$ cat config.mk
export PLATFORM = sky130hd
export DESIGN_NAME = fb_draw_ctrl_flat
export DESIGN_NICKNAME = d
export VERILOG_FILES = /design/src/rtl/fb_draw_ctrl_pkg.sv /design/src/rtl/fb_draw_ctrl_if.sv /design/src/rtl/fb_rect_scanner.sv /design/src/rtl/fb_draw_ctrl.sv /design/src/flat_wrapper.sv
export SDC_FILE = /design/constraint.sdc
export NUM_CORES = 1
export LEC_CHECK = 0
export CAP_MARGIN = 10
export CORE_AREA = 8 8 97 99
export DETAILED_ROUTE_END_ITERATION = 8
export DIE_AREA = 0 0 105 107
export GPL_TIMING_DRIVEN = 1
export PLACE_DENSITY = 0.92
export SYNTH_ARGS = -nofsm -noshare
export SYNTH_HDL_FRONTEND = slang
export SYNTH_SLANG_ARGS = --single-unit
$ cat constraint.sdc
create_clock -name clk -period 4.6 [get_ports clk]
set_input_delay 0.46 -clock clk [delete_from_list [all_inputs] [get_ports clk]]
set_output_delay 0.46 -clock clk [all_outputs]
set_load 0.01 [all_outputs]
$ cat src/rtl/fb_draw_ctrl_pkg.sv
// Shared definitions for the framebuffer draw controller: geometry, opcodes,
// FSM states, the command word layout and coordinate clamping helpers.
package fb_draw_ctrl_pkg;

  localparam int FB_W = 160;
  localparam int FB_H = 100;

  localparam logic [7:0] X_MAX = 8'(FB_W - 1);
  localparam logic [6:0] Y_MAX = 7'(FB_H - 1);

  typedef enum logic [7:0] {
    OP_PIXEL  = 8'h00,
    OP_ANCHOR = 8'h01,
    OP_FILL   = 8'h02,
    OP_CLEAR  = 8'h03
  } opcode_e;

  typedef enum logic {
    ST_IDLE = 1'b0,
    ST_FILL = 1'b1
  } state_e;

  // Bit 23 of the command word carries no meaning.
  typedef struct packed {
    logic [7:0] op;
    logic       rsvd;
    logic [6:0] y;
    logic [7:0] x;
    logic [7:0] colour;
  } cmd_t;

  function automatic logic [7:0] clamp_x(input logic [7:0] x);
    return (x > X_MAX) ? X_MAX : x;
  endfunction

  function automatic logic [6:0] clamp_y(input logic [6:0] y);
    return (y > Y_MAX) ? Y_MAX : y;
  endfunction

endpackage

$ cat src/rtl/fb_draw_ctrl_if.sv
// Command handshake from the UART multibyte receiver into the draw controller.
interface fb_draw_ctrl_if;
  logic [31:0] cmd_data;
  logic        cmd_valid;
  logic        cmd_ack;

  modport master (output cmd_data, output cmd_valid, input  cmd_ack);
  modport slave  (input  cmd_data, input  cmd_valid, output cmd_ack);
endinterface

$ cat src/rtl/fb_rect_scanner.sv
// Row-major rectangle walker: holds the pixel currently being written and
// flags the final pixel of the rectangle.
module fb_rect_scanner (
  input  logic       clk,
  input  logic       reset,
  input  logic       start,
  input  logic       step,
  input  logic [7:0] x0,
  input  logic [7:0] x1,
  input  logic [6:0] y0,
  input  logic [6:0] y1,
  output logic [7:0] cur_x,
  output logic [6:0] cur_y,
  output logic       last
);

  logic [7:0] x_lo, x_hi;
  logic [6:0] y_hi;

  // NOTE: state registers use non-blocking assignments so every flop samples
  // pre-edge values regardless of statement order.
  always_ff @(posedge clk or posedge reset) begin
    if (reset) begin
      cur_x <= '0;
      cur_y <= '0;
      x_lo  <= '0;
      x_hi  <= '0;
      y_hi  <= '0;
    end else if (start) begin
      cur_x <= x0;
      cur_y <= y0;
      x_lo  <= x0;
      x_hi  <= x1;
      y_hi  <= y1;
    end else if (step) begin
      if (cur_x == x_hi) begin
        cur_x <= x_lo;
        // y never steps past the clamped bottom row.
        if (cur_y != y_hi) cur_y <= cur_y + 7'd1;
      end else begin
        cur_x <= cur_x + 8'd1;
      end
    end
  end

  assign last = (cur_x == x_hi) && (cur_y == y_hi);

endmodule

$ cat src/rtl/fb_draw_ctrl.sv
// Command sequencer owning the framebuffer write port: single pixel writes
// plus anchored rectangle fills and full-screen clears at one pixel per clk.
module fb_draw_ctrl
  import fb_draw_ctrl_pkg::*;
(
  input  logic              clk,
  input  logic              reset,
  fb_draw_ctrl_if.slave     cmd,
  input  logic              abort,
  output logic [14:0]       waddr,
  output logic [7:0]        wdata,
  output logic              wen,
  output logic              busy
);

  state_e      state_q, state_d;
  cmd_t        c;
  logic        accept;
  logic [14:0] anchor_q;
  logic [14:0] pix_addr_q;
  logic        pix_wen_q;

  logic        scan_start;
  logic [7:0]  rx0, rx1, ax, bx, scan_x;
  logic [6:0]  ry0, ry1, ay, by, scan_y;
  logic        scan_last;
  logic        unused_rsvd;

  assign c           = cmd.cmd_data;
  assign unused_rsvd = c.rsvd;
  assign cmd.cmd_ack = (state_q == ST_IDLE) && !reset;
  assign accept      = cmd.cmd_valid && cmd.cmd_ack;

  // Rectangle bounds: both corners clamped to the visible area, then ordered.
  always_comb begin
    ax = clamp_x(anchor_q[7:0]);
    ay = clamp_y(anchor_q[14:8]);
    bx = clamp_x(c.x);
    by = clamp_y(c.y);
    if (c.op == OP_CLEAR) begin
      rx0 = '0;
      rx1 = X_MAX;
      ry0 = '0;
      ry1 = Y_MAX;
    end else begin
      rx0 = (ax < bx) ? ax : bx;
      rx1 = (ax < bx) ? bx : ax;
      ry0 = (ay < by) ? ay : by;
      ry1 = (ay < by) ? by : ay;
    end
  end

  // NOTE: every signal written here gets a default first, so no path can
  // leave it unassigned and infer a latch.
  always_comb begin
    state_d    = state_q;
    scan_start = 1'b0;
    case (state_q)
      ST_IDLE: begin
        if (accept && (c.op == OP_FILL || c.op == OP_CLEAR)) begin
          state_d    = ST_FILL;
          scan_start = 1'b1;
        end
      end
      ST_FILL: begin
        if (abort || scan_last) state_d = ST_IDLE;
      end
      default: state_d = ST_IDLE;
    endcase
  end

  always_ff @(posedge clk or posedge reset) begin
    if (reset) begin
      state_q    <= ST_IDLE;
      anchor_q   <= '0;
      pix_addr_q <= '0;
      wdata      <= '0;
      pix_wen_q  <= 1'b0;
    end else begin
      state_q   <= state_d;
      pix_wen_q <= accept && (c.op == OP_PIXEL);
      if (accept) begin
        case (c.op)
          OP_PIXEL: begin
            pix_addr_q <= {c.y, c.x};
            wdata      <= c.colour;
          end
          OP_ANCHOR: anchor_q <= {c.y, c.x};
          OP_FILL,
          OP_CLEAR:  wdata    <= c.colour;
          default:   ;
        endcase
      end
    end
  end

  fb_rect_scanner u_scanner (
    .clk   (clk),
    .reset (reset),
    .start (scan_start),
    .step  (state_q == ST_FILL),
    .x0    (rx0),
    .x1    (rx1),
    .y0    (ry0),
    .y1    (ry1),
    .cur_x (scan_x),
    .cur_y (scan_y),
    .last  (scan_last)
  );

  // During a fill the scanner position is the write address; otherwise the
  // last pixel address is held.
  assign busy  = (state_q == ST_FILL);
  assign wen   = pix_wen_q || busy;
  assign waddr = busy ? {scan_y, scan_x} : pix_addr_q;

endmodule

$ cat src/flat_wrapper.sv
// flat-port wrapper written by rule: the top's interface ports become plain ports
module fb_draw_ctrl_flat import fb_draw_ctrl_pkg::*;
  (clk, reset, abort, waddr, wdata, wen, busy, cmd_cmd_data, cmd_cmd_valid, cmd_cmd_ack);
  fb_draw_ctrl_if cmd_i ();
  input  logic clk;
  input  logic reset;
  input  logic abort;
  output logic [14:0] waddr;
  output logic [7:0] wdata;
  output logic wen;
  output logic busy;
  input wire logic [$bits(cmd_i.cmd_data)-1:0] cmd_cmd_data;
  input wire logic [$bits(cmd_i.cmd_valid)-1:0] cmd_cmd_valid;
  output wire logic [$bits(cmd_i.cmd_ack)-1:0] cmd_cmd_ack;
  assign cmd_i.cmd_data = cmd_cmd_data;
  assign cmd_i.cmd_valid = cmd_cmd_valid;
  assign cmd_cmd_ack = cmd_i.cmd_ack;
  fb_draw_ctrl u_core (.clk(clk), .reset(reset), .cmd(cmd_i), .abort(abort), .waddr(waddr), .wdata(wdata), .wen(wen), .busy(busy));
endmodule
# Word level (Yosys, flattened, before mapping)
# Cells that the tools add are included.
[classes]
muxes = 24
reduce_logical = 18
add_sub_neg = 2
bitwise_logic = 1
magnitude_cmp = 6
n_eq_ne = 6
[op_table]
columns = ["operator", "count"]
rows = [
  ["$mux 8", 9],
  ["$mux 7", 10],
  ["$eq 8x2->1 const B", 2],
  ["$gt 8x8->1 const B", 2],
  ["$mux 15", 1],
  ["$gt 7x7->1 const B", 2],
  ["$add 8x1->8 const B", 1],
  ["$eq 8x1->1 const B", 1],
  ["$eq 8x8->1", 1],
  ["$logic_not 8->1", 1],
  ["$lt 8x8->1", 1],
  ["$add 7x1->7 const B", 1],
  ["$eq 7x7->1", 1],
  ["$lt 7x7->1", 1],
  ["$ne 7x7->1", 1],
  ["$reduce_and 2->1", 3],
  ["$reduce_bool 2->1", 3],
  ["$logic_and 1x1->1", 5],
  ["$logic_or 1x1->1", 3],
  ["$mux 1", 3],
  ["$reduce_and 3->1", 1],
  ["$reduce_or 3->1", 1],
  ["$pmux 1 s2", 1],
  ["$logic_not 1->1", 1],
  ["$not 1->1", 1],
]
[word_totals]
elab_cells = 67
inputBits = 36
register_bits = 78

# Logic depth before layout (Yosys ltp)
[logic_depth]
word_depth = 8
mapped_depth = 12
ltp_nobuf = 11

# By module
# A second synthesis with hierarchy kept.
[unflattened]
hier_cells = 452
hier_area_um2 = 4774.6
[by_module_without_submodules]
columns = ["mod", "area_per_inst_um2", "seq_area_each_um2", "n_inst", "cells_each"]
rows = [
  ["fb_draw_ctrl", 2733.9, 1001.0, 1, 262],
  ["fb_rect_scanner", 2040.7, 950.9, 1, 190],
]

# Worst setup path after synthesis
# OpenSTA, ideal clock, no wires.
[synth_timing]
path_kind = "input -> register"
startpoint = "input cmd_cmd_data[20]"
endpoint = "register u_core.u_scanner.cur_y[3]"
cell_stages = 9
setup_slack_ns = 2.127
arrival_ns = 2.395
path_cell_list = "o311a_2 > nor2_1 > ha_1 > nand2_1 > nor2_1 > a211oi_4 > mux2_4 > a32oi_1 > a21boi_1"
[synth_between]
elab_chain_len = 6
[synth_rtl]
columns = ["item", "line", "source"]
rows = [
  ["from (decl)", "flat_wrapper.sv:12", "input wire logic [$bits(cmd_i.cmd_data)-1:0] cmd_cmd_data;"],
  ["$gt 7x7->1", "fb_draw_ctrl_pkg.sv:37", "return (y > Y_MAX) ? Y_MAX : y;"],
  ["$mux 7 *", "fb_draw_ctrl_pkg.sv:37", ""],
  ["$lt 7x7->1", "fb_draw_ctrl.sv:48", "ry0 = (ay < by) ? ay : by;"],
  ["$mux 7 *", "fb_draw_ctrl.sv:48", ""],
  ["$mux 7 *", "fb_draw_ctrl.sv:40", "if (c.op == OP_CLEAR) begin"],
  ["$mux 7 *", "fb_rect_scanner.sv:29", "end else if (start) begin"],
  ["to (signal assigned)", "fb_rect_scanner.sv:31", "cur_y <= y0;"],
  ["to (signal assigned)", "fb_rect_scanner.sv:39", "if (cur_y != y_hi) cur_y <= cur_y + 7'd1;"],
  ["to (decl)", "fb_rect_scanner.sv:13", "output logic [6:0] cur_y,"],
]
# Mark *: on every way between the ends. The rest lies on a longest branch, timed or not.
# A chain may end at the register's enable or synchronous reset.

# Worst setup path after layout
[layout_timing]
startpoint = "input cmd_cmd_data[15]"
endpoint = "register u_core.u_scanner.x_hi[4]"
[layout_between]
elab_chain_len = 5
[layout_rtl]
columns = ["item", "line", "source"]
rows = [
  ["$gt 8x8->1", "fb_draw_ctrl_pkg.sv:33", "return (x > X_MAX) ? X_MAX : x;"],
  ["$mux 8 *", "fb_draw_ctrl_pkg.sv:33", ""],
  ["$lt 8x8->1", "fb_draw_ctrl.sv:47", "rx1 = (ax < bx) ? bx : ax;"],
  ["$mux 8 *", "fb_draw_ctrl.sv:47", ""],
  ["$mux 8 *", "fb_draw_ctrl.sv:40", ""],
  ["to (signal assigned)", "fb_rect_scanner.sv:27", "x_hi <= '0;"],
  ["to (signal assigned)", "fb_rect_scanner.sv:33", "x_hi <= x1;"],
  ["to (decl)", "fb_rect_scanner.sv:17", "logic [7:0] x_lo, x_hi;"],
]
# Marked as above.

==> run metrics <==
outcome finished clean; GRT Util Overall just over 20%; CP max FO 15; crit path capture type register; max-cap violation count 0; Hold Fails Final Rpt 0; via/cell ratio between 6 and 7; die area approximately 0.011 mm²; Clock Skew between 8 and 9 ps; Core Box Area about 0.0079 mm²; post-detail-place hpwl 8.03 mm; Peak supply drop between 0.0002 and 0.00025 V; most common cell after layout, fill and taps aside dfrtp_1; sequential element share of the synthesized area between 40% and 50%; Sink Count 78; GPL Wtd Cong 0.910; die width 105 µm; Async SR Flop Fraction 100%; 1st-iter DRT viols 396; clock latency on the worst-skew pair between 300 and 400 ps; CTS tree yes; Worst-path clk slew 80 ps; final setup margin around 1100 ps; Gate Count Post-Synth roughly 440; Resized Gates After CTS 0; largest net degree at the start of global routing 46; final-layout fill cell count 582; total gr overflow 0; DRT antenna net count 0; global routing met2 resource utilization approximately a third; row cnt 33; root buffer cell clkbuf_8; layout cell share with drive strength beyond 1 around 17%; Post-CTS Setup Inserts 0; Synth area leader dfrtp_1; worst min-delay path category register to register; post-route clock period utilization 75.1%; Avg Synthesized Cell Area between 10 and 15 µm²; GR met3 Demand/Resource about 4.3%; vias in the first global route 3872; Slew headroom around 30%; final setup TNS 0 ps; LEAKAGE between 2 and 3 nW; hold buffer count at cts 0; Synth Flop Type dfrtp_1; Die Y roughly 110 µm; P per Cell Area 273 mW/mm²; GR peak layer met2; Ys Warns 0; number of synthesized flops with an enable pin 0; I/O pins 62; Mapped Area around 0.0046 mm²; Synth Net Count between 400 and 500; RSZ-0062 raised after global routing false; Synth top area share between 40 and 50%; Worst setup SP type input port; Least-Margin Pin Slew between 1000 and 1500 ps; WS Path Type input port to register; Cells after DPL about 600; Netlist cell types 61; CTS H-tree depth 3; Max Clk Rate 0.290 GHz; CP required 4900 ps; wire length per cell approximately 19 µm; first-pass GRT wire length roughly 19 mm; M1 GR Usage roughly a quarter; Place WS between 800 and 900 ps; Pins Over Slew Limit 0; initial antenna violation count 0; Initial Util 57.6%; Tmin final around 3500 ps; CTS max path bufs 2; most area-consuming cells after synthesis dfrtp_1, mux2_2, mux2i_1; Non-Filler Instances 606; Ant. Diodes 0; NumNets Final around 550; critical path data arrival time between 3000 and 4000 ps; synthesis-stage register bit count just under 80; growth of design area from synthesis to finish 18.6%; WL final ~12 mm; Setup violations, final 0; # DRC 0; number of port buffers 60; via count roughly 3.9k; Pre-antenna DRT Iters 5; total CTS buffers 9; most frequent cells in the layout dfrtp_1, clkdlybuf4s50_1, mux2_2
[metal layers]
layer / wire length, µm / share of wire, %
met1: 4670 / 40
met2: 5820 / 50
met3: 896 / 7.7
met4: 279 / 2.4
met5: 0 / 0
[cell families after synthesis]
family	share of synthesized area, %
flops	42.8
buf+inv	4.36
mux	18.5
fa+ha+maj	4.11
xor+xnor	3.07
simple gates	12.4
compound gates	14.7
[synth_stat cells, types with 2 or more instances]
master    instances
mux2_2           50
o21a_1            3
and2b_1           3
nor4_1            2
xnor2_1          12
a21oi_1          13
clkbuf_1         14
or3_1             2
and3_1            6
nor2_1           27
nor2b_1           5
o32ai_1           2
a22o_1            5
nand3_1           9
o21ai_0          32
buf_6             2
dfrtp_1          78
nor3_1            6
xor2_1            4
inv_1            19
a221o_1           2
o21ba_2           2
a31oi_1           4
a22oi_1           3
or2_2             3
nor2_2            2
buf_2             6
o311ai_0          2
o22a_1            8
nand4_1           6
nand2_1          38
mux2_1            6
ha_1             15
mux2i_1          20
o22ai_1           5
[through the flow]
stage          cell area [µm²]  hold WS (ps)  util (%)  total power [mW]
6_report                  5410           491      68.3              1.48
5_1_grt                   5410           516      68.3              1.53
4_1_cts                   5410           493      68.3              1.47
3_5_place_dp              5220           473      65.9             0.974
3_3_place_gp              5220           458      65.9             0.960
2_1_floorplan             4570           444         -             0.880
[final timing paths]
check / from / endpoint / slack, ps / depth (start not counted)
worst max register to register: u_core.anchor_q[7]$_DFFE_PP0P_ / u_core.u_scanner.x_hi[4]$_DFFE_PP0P_ / 1350 / 11
worst max-delay path: cmd_cmd_data[15] / u_core.u_scanner.x_hi[4]$_DFFE_PP0P_ / 1150 / 11
worst min-delay path: u_core.pix_addr_q[14]$_DFFE_PP0P_ / u_core.pix_addr_q[14]$_DFFE_PP0P_ / 490 / 1
worst min register to register: u_core.pix_addr_q[14]$_DFFE_PP0P_ / u_core.pix_addr_q[14]$_DFFE_PP0P_ / 490 / 1
min in group asynchronous: reset / u_core.pix_addr_q[14]$_DFFE_PP0P_ / 670 / 2
max in group asynchronous: reset / u_core.u_scanner.cur_x[7]$_DFFE_PP0P_ / 2920 / 3
[state kept, by name (all words and copies together) (netlist names)]
register                cells
u_core.anchor_q            15
u_core.u_scanner.x_lo       8
u_core.u_scanner.cur_y      7
u_core.pix_wen_q            1
u_core.u_scanner.x_hi       8
u_core.u_scanner.y_hi       7
u_core.pix_addr_q          15
u_core.busy                 1
u_core.u_scanner.cur_x      8
u_core.wdata                8
[critical path, stage by stage]
cell,delay (ps)
clkdlybuf4s50_1,560
o21a_1,240
nor2_1,240
ha_1,220
a21oi_1,60
o21ai_0,380
nor3_1,110
a21oi_2,810
buf_4,270
mux2i_1,240
o22a_1,150
[where the power goes]
part | switching, mW | internal [mW] | total (mW)
Clock | 0.261 | 0.249 | 0.510
Sequential | 0.0350 | 0.715 | 0.750
Combinational | 0.106 | 0.111 | 0.217
Total | 0.402 | 1.08 | 1.48
[cell type report]
| class | count | area (µm²) | share of cell area [%] |
|---|---|---|---|
| Multi-Input combinational cell | 321 | 2410 | 44.6 |
| Clock inverter | 6 | 62.6 | 1.16 |
| Tap cell | 105 | 131 | 2.43 |
| Inverter | 19 | 71.3 | 1.32 |
| Sequential cell | 78 | 1950 | 36.1 |
| Timing Repair Buffer | 67 | 653 | 12.1 |
| Clock buffer | 10 | 128 | 2.36 |
(Power assumes the default switching activity.)
